`config.mk`:
```
export PLATFORM = sky130hd
export DESIGN_NAME = baud_gen_os
export DESIGN_NICKNAME = d
export VERILOG_FILES = /design/src/rtl/baud_gen_os.sv
export SDC_FILE = /design/constraint.sdc
export NUM_CORES = 1
export LEC_CHECK = 0
export BUFFER_PORTS_ARGS = -buffer_cell sky130_fd_sc_hd__buf_4
export CAP_MARGIN = 20
export CORE_MARGIN = 2
export CORE_UTILIZATION = 40
export DETAILED_ROUTE_END_ITERATION = 12
export HOLD_SLACK_MARGIN = 0.15
export MAX_ROUTING_LAYER = met4
export PLACE_DENSITY = 0.56
export SYNTH_ARGS = -nofsm -noshare
export SYNTH_HDL_FRONTEND = slang
export SYNTH_SLANG_ARGS = --single-unit
```
`constraint.sdc`:
```
create_clock -name CLK -period 7.1 [get_ports CLK]
set_clock_uncertainty 0.15 [all_clocks]
set_input_delay 2.13 -clock CLK [delete_from_list [all_inputs] [get_ports CLK]]
set_output_delay 2.13 -clock CLK [all_outputs]
set_load 0.01 [all_outputs]
```
`src/rtl/baud_gen_os.sv`:
```
// Oversampling baud generator: integer divisor with shadowed, wrap-aligned reload.
// Optional fractional divisor accumulator enabled by defining BAUD_FRAC_EN.
module baud_gen_os #(
  parameter int unsigned CLK_FREQ   = 125_000_000,
  parameter int unsigned BAUD_RATE  = 9600,
  parameter int unsigned OVERSAMPLE = 16,
  parameter int unsigned DIV_W      = 24,
  parameter int unsigned FRAC_W     = 4
) (
  input  logic              CLK,
  input  logic              RST,
  input  logic              EN,
  input  logic              SYNC,
  input  logic              DIV_LD,
  input  logic [DIV_W-1:0]  DIV_INT,
`ifdef BAUD_FRAC_EN
  input  logic [FRAC_W-1:0] DIV_FRAC,
`endif
  output logic              TICK_OS,
  output logic              TICK_BIT,
  output logic              DIV_ACK
);

  localparam int unsigned       BIT_W     = $clog2(OVERSAMPLE);
  localparam longint unsigned   DIV_RAW   = 64'(CLK_FREQ) / (64'(BAUD_RATE) * 64'(OVERSAMPLE));
  localparam logic [DIV_W-1:0]  RESET_DIV = (DIV_RAW < 64'd2) ? DIV_W'(2) : DIV_W'(DIV_RAW);
  localparam logic [BIT_W-1:0]  BIT_LAST  = BIT_W'(OVERSAMPLE - 1);

  logic [DIV_W-1:0] os_cnt_r;
  logic [DIV_W-1:0] div_act_r;
  logic [DIV_W-1:0] div_shd_r;
  logic [DIV_W-1:0] div_cap_s;
  logic [DIV_W-1:0] div_next_s;
  logic [DIV_W-1:0] last_s;
  logic [BIT_W-1:0] bit_cnt_r;
  logic             pend_r;
  logic             pend_next_s;
  logic             wrap_s;
  logic             apply_s;
  logic             bit_wrap_s;
  logic             tick_os_r;
  logic             tick_bit_r;
  logic             div_ack_r;

`ifdef BAUD_FRAC_EN
  localparam logic [FRAC_W-1:0] RESET_FRAC =
    FRAC_W'((64'(CLK_FREQ) << FRAC_W) / (64'(BAUD_RATE) * 64'(OVERSAMPLE)));

  logic [FRAC_W-1:0] acc_r;
  logic [FRAC_W-1:0] frac_act_r;
  logic [FRAC_W-1:0] frac_shd_r;
  logic [FRAC_W-1:0] frac_next_s;
  logic [FRAC_W-1:0] frac_add_s;
  logic [FRAC_W-1:0] acc_sum_s;
  logic              carry_s;
  logic              ext_r;

  // Fraction selection and accumulator sum; a carry stretches the next period by one clock
  always_comb begin
    if (DIV_LD) begin
      frac_next_s = DIV_FRAC;
    end else begin
      frac_next_s = frac_shd_r;
    end
    if (apply_s) begin
      frac_add_s = frac_next_s;
    end else begin
      frac_add_s = frac_act_r;
    end
    {carry_s, acc_sum_s} = {1'b0, acc_r} + {1'b0, frac_add_s};
    if (ext_r) begin
      last_s = div_act_r;
    end else begin
      last_s = div_act_r - DIV_W'(1);
    end
  end

  // Fractional state: shadow capture, activation and per-wrap accumulation
  always_ff @(posedge CLK) begin
    if (RST) begin
      acc_r      <= {FRAC_W{1'b0}};
      ext_r      <= 1'b0;
      frac_act_r <= RESET_FRAC;
      frac_shd_r <= RESET_FRAC;
    end else begin
      if (DIV_LD) begin
        frac_shd_r <= DIV_FRAC;
      end
      if (apply_s) begin
        frac_act_r <= frac_next_s;
      end
      if (SYNC) begin
        acc_r <= {FRAC_W{1'b0}};
        ext_r <= 1'b0;
      end else if (wrap_s) begin
        acc_r <= acc_sum_s;
        ext_r <= carry_s;
      end
    end
  end
`else
  logic [FRAC_W-1:0] unused_frac_s;
  assign unused_frac_s = {FRAC_W{1'b0}};
  assign last_s        = div_act_r - DIV_W'(1);
`endif

  // Clamp, pending-load resolution and wrap detection
  always_comb begin
    if (DIV_INT < DIV_W'(2)) begin
      div_cap_s = DIV_W'(2);
    end else begin
      div_cap_s = DIV_INT;
    end
    if (DIV_LD) begin
      div_next_s = div_cap_s;
    end else begin
      div_next_s = div_shd_r;
    end
    pend_next_s = DIV_LD | pend_r;
    wrap_s      = EN & ~SYNC & (os_cnt_r == last_s);
    apply_s     = pend_next_s & (SYNC | wrap_s);
    bit_wrap_s  = (bit_cnt_r == BIT_LAST);
  end

  // Counters, divisor registers and registered tick/ack outputs
  always_ff @(posedge CLK) begin
    if (RST) begin
      os_cnt_r   <= {DIV_W{1'b0}};
      bit_cnt_r  <= {BIT_W{1'b0}};
      div_act_r  <= RESET_DIV;
      div_shd_r  <= RESET_DIV;
      pend_r     <= 1'b0;
      tick_os_r  <= 1'b0;
      tick_bit_r <= 1'b0;
      div_ack_r  <= 1'b0;
    end else begin
      tick_os_r  <= wrap_s;
      tick_bit_r <= wrap_s & bit_wrap_s;
      div_ack_r  <= apply_s;
      pend_r     <= pend_next_s & ~apply_s;
      if (DIV_LD) begin
        div_shd_r <= div_cap_s;
      end
      // The divisor only changes when the counter restarts, so a period never mixes divisors
      if (apply_s) begin
        div_act_r <= div_next_s;
      end
      if (SYNC) begin
        os_cnt_r  <= {DIV_W{1'b0}};
        bit_cnt_r <= {BIT_W{1'b0}};
      end else if (wrap_s) begin
        os_cnt_r <= {DIV_W{1'b0}};
        if (bit_wrap_s) begin
          bit_cnt_r <= {BIT_W{1'b0}};
        end else begin
          bit_cnt_r <= bit_cnt_r + BIT_W'(1);
        end
      end else if (EN) begin
        os_cnt_r <= os_cnt_r + DIV_W'(1);
      end
    end
  end

  assign TICK_OS  = tick_os_r;
  assign TICK_BIT = tick_bit_r;
  assign DIV_ACK  = div_ack_r;

endmodule
```
==> reports/metrics.csv <==
metric;value;unit
Final Wtd Congestion;0.930;
Setup-failing EPs final;0;
total number of yosys warnings;0;
vias per std cell;5.36;
critical path required time;7.16;ns
Post-route DRC;0;
global-route wire length before repair;16500;um
final count of hold timing violations;0;
vias after detailed routing;3347;
synthesized cell area;4110;um^2
post-synthesis instance total;470;
area added between synthesis and finish;11.5;%
share of layout cells above drive strength 1;13.6;%
synthesized net count;502;
RSZ-0062 raised after global routing;no;
wl on met1;4570;um
uppermost layer routed;met4;
remaining antenna violation count;0;
number of iterations in the first detailed-routing pass;5;
post-detailed-routing wire length;9630;um
antenna fix cells;0;
standard cell core area;9860;um^2
CTS tree;done;
Max-slew headroom;45.8;%
row count;36;
overflow left after global routing;0;
CTS Hold Bufs;0;
crit-path max FO;25;
cell types occupying the most area after synthesis;sky130_fd_sc_hd__dfxtp_1 (39%), sky130_fd_sc_hd__nor2_1 (6.4%), sky130_fd_sc_hd__xor2_1 (5.8%);
Starting Density;41.6;%
Clock Root Buffer;sky130_fd_sc_hd__clkbuf_8;
number of clock buffers inserted by TritonCTS;9;
die boundary width;105;um
Met2 Routed Length;4570;um
cell area power density;201;nW/um^2
Worst setup EP type;flip-flop;
count of instances resized after the clock tree is built;0;
number of distinct standard cells referenced by the synthesized netlist;61;
antenna violations before repair;0;
post-detailed-route wirelength per cell;15.4;um
cell taking the most area after synthesis;sky130_fd_sc_hd__dfxtp_1;
Final #Nets;518;
Routed met3 length;317;um
Chip Height;105;um
worst-case reg-to-reg path depth;10;
startpoint class of the critical path;input pin;
Total Power Consumption;0.920;mW
Least-Margin Pin Slew;0.813;ns
total track usage;18.8;%
insertion delay of the later-clocked pin in the worst-skew pair;0.36;ns
total leakage power;1.73;nW
clock slew at reported path FFs;0.10;ns
sequential cell area fraction in the yosys report;39.0;%
FFs w/ async S/R, synth;0;%
pin count of the biggest net entering global routing;32;
Max clock buf depth;2;
fraction of post-synthesis cell area in the top cell type by area;39.0;%
Top FF cell, synth;sky130_fd_sc_hd__dfxtp_1;
Post-DP HPWL;7270;um
largest vdd supply drop;0.108;mV
overall die area;11100;um^2
Detailed Route Iter0 Violations;140;
number of max-capacitance violations reported;0;
class of the tightest hold or removal check;flip-flop to flip-flop;
shortest period the worst path allows;4.38;ns
Slew Limit Fails;0;
average instance area after synthesis;8.73;um^2
CP arrival;4.44;ns
PortBufs;31;
number of top-level design ports;32;
# Post-CTS Setup Buffers;0;
number of enable-type register cells in the synthesized netlist;0;
WHS Path Cells;2;
Max Clk Rate;228;MHz
number of clock sinks;80;
H-tree lvl count;3;
number of global-route vias before repair;3345;
number of flip-flops and latches in the synthesized netlist;80;
run status;finished, final reports clean;
final total negative setup slack;0;ns
classification of the worst setup path;input pin to flip-flop;
crit share post-route;61.7;%
worst max-delay path, stage by stage:
cell and delay [ns]:
sky130_fd_sc_hd__buf_4 0.14, sky130_fd_sc_hd__nand2b_1 0.15, sky130_fd_sc_hd__nor3_1 0.18, sky130_fd_sc_hd__nand4_1 0.11, sky130_fd_sc_hd__or4b_1 0.54, sky130_fd_sc_hd__nor4_2 0.32, sky130_fd_sc_hd__nand3_2 0.17, sky130_fd_sc_hd__o21ai_4 0.57
sky130_fd_sc_hd__nor2_1 0.13
cells by family (layout without fill, tap and decap cells):
group                    after synthesis  in the layout  share of synthesized area, %
AND/OR/NAND/NOR                      203            203                          26.4
flip-flops                            80             80                          39.0
AO/OA/AOI/OAI                         70             70                          13.4
XOR/XNOR                              48             48                          10.2
buffers and inverters                 46             67                          5.15
multiplexers                          20             20                          4.88
adder cells (fa/ha/maj)                3              3                         0.914
where the power goes:
group          internal (mW)  switching [mW]
combinational         0.0472          0.0596
clock                  0.138           0.190
sequential             0.466          0.0186
cells in the final DEF (no fill, tap or decap), types with 7 or more instances in the layout:
cell and count:
sky130_fd_sc_hd__nor4_1 13, sky130_fd_sc_hd__buf_4 31, sky130_fd_sc_hd__inv_1 19, sky130_fd_sc_hd__mux2i_1 20
sky130_fd_sc_hd__a22o_1 19, sky130_fd_sc_hd__a211oi_1 7, sky130_fd_sc_hd__nor2b_1 8, sky130_fd_sc_hd__nand3_1 7
sky130_fd_sc_hd__or3_1 9, sky130_fd_sc_hd__nand4_1 14, sky130_fd_sc_hd__xnor2_1 21, sky130_fd_sc_hd__nor3_1 11
sky130_fd_sc_hd__xor2_1 27, sky130_fd_sc_hd__a21oi_1 7, sky130_fd_sc_hd__dfxtp_1 80, sky130_fd_sc_hd__nor2_1 70
sky130_fd_sc_hd__clkbuf_8 9, sky130_fd_sc_hd__nand2_1 28, sky130_fd_sc_hd__or4_1 10
path summary, 6_finish.rpt:
path	from	end	slack, ns
max	SYNC	os_cnt_r[9]$_SDFFE_PP0P_	2.72
max reg2reg	div_act_r[0]$_SDFFE_PP1P_	os_cnt_r[9]$_SDFFE_PP0P_	3.30
min	bit_cnt_r[3]$_SDFFE_PP0P_	bit_cnt_r[3]$_SDFFE_PP0P_	0.34
min reg2reg	bit_cnt_r[3]$_SDFFE_PP0P_	bit_cnt_r[3]$_SDFFE_PP0P_	0.34
metrics by stage:
| step | instances | area (um^2) | utilization, % | hold WS, ns | setup slack [ns] |
|---|---|---|---|---|---|
| 3_5_place_dp | 607 | 4360 | 44.2 | 0.326 | 2.33 |
| 5_1_grt | 624 | 4580 | 46.4 | 0.386 | 2.37 |
| 3_3_place_gp | 607 | 4360 | 44.2 | 0.319 | 2.38 |
| 4_1_cts | 623 | 4560 | 46.2 | 0.339 | 2.70 |
| 6_report | 624 | 4580 | 46.4 | 0.340 | 2.72 |
| 2_1_floorplan | 470 | 4110 | - | 0.296 | 2.95 |
layer usage:
metal / vias to the layer above / global-route usage [%]
met4: 0 / 5.33
met1: 1551 / 23.6
met2: 64 / 31.1
met3: 14 / 3.34
met5: - / -
li1: 1718 / -
cell type report:
type / instances / area (um^2)
Multi-Input combinational cell: 344 / 2290
Clock buffer: 9 / 124
Tap cell: 133 / 166
Inverter: 19 / 71.3
Sequential cell: 80 / 1600
Fill cell: 959 / 5290
Clock inverter: 7 / 72.6
Timing Repair Buffer: 32 / 248
Yosys cell counts, drive strengths merged (3+ instances only):
library cell / n
clkbuf: 15
nand3: 8
o31ai: 3
nor2: 71
and4: 3
or3: 9
buf: 12
dfxtp: 80
a211oi: 7
a22o: 19
a22oi: 6
nor4: 16
nor2b: 8
nor3: 11
xnor2: 21
and2: 4
nand2: 28
ha: 3
xor2: 27
inv: 19
or4: 12
o21ai: 8
or2: 6
and3: 3
nand4: 14
mux2i: 20
a21oi: 7
state kept, by name (all words and copies together), names as in the netlist:
register,count
div_act_r,24
div_shd_r,24
os_cnt_r,24
bit_cnt_r,4
DIV_ACK,1
TICK_BIT,1
TICK_OS,1
pend_r,1
Note: power is estimated with default switching activity, not from simulation.
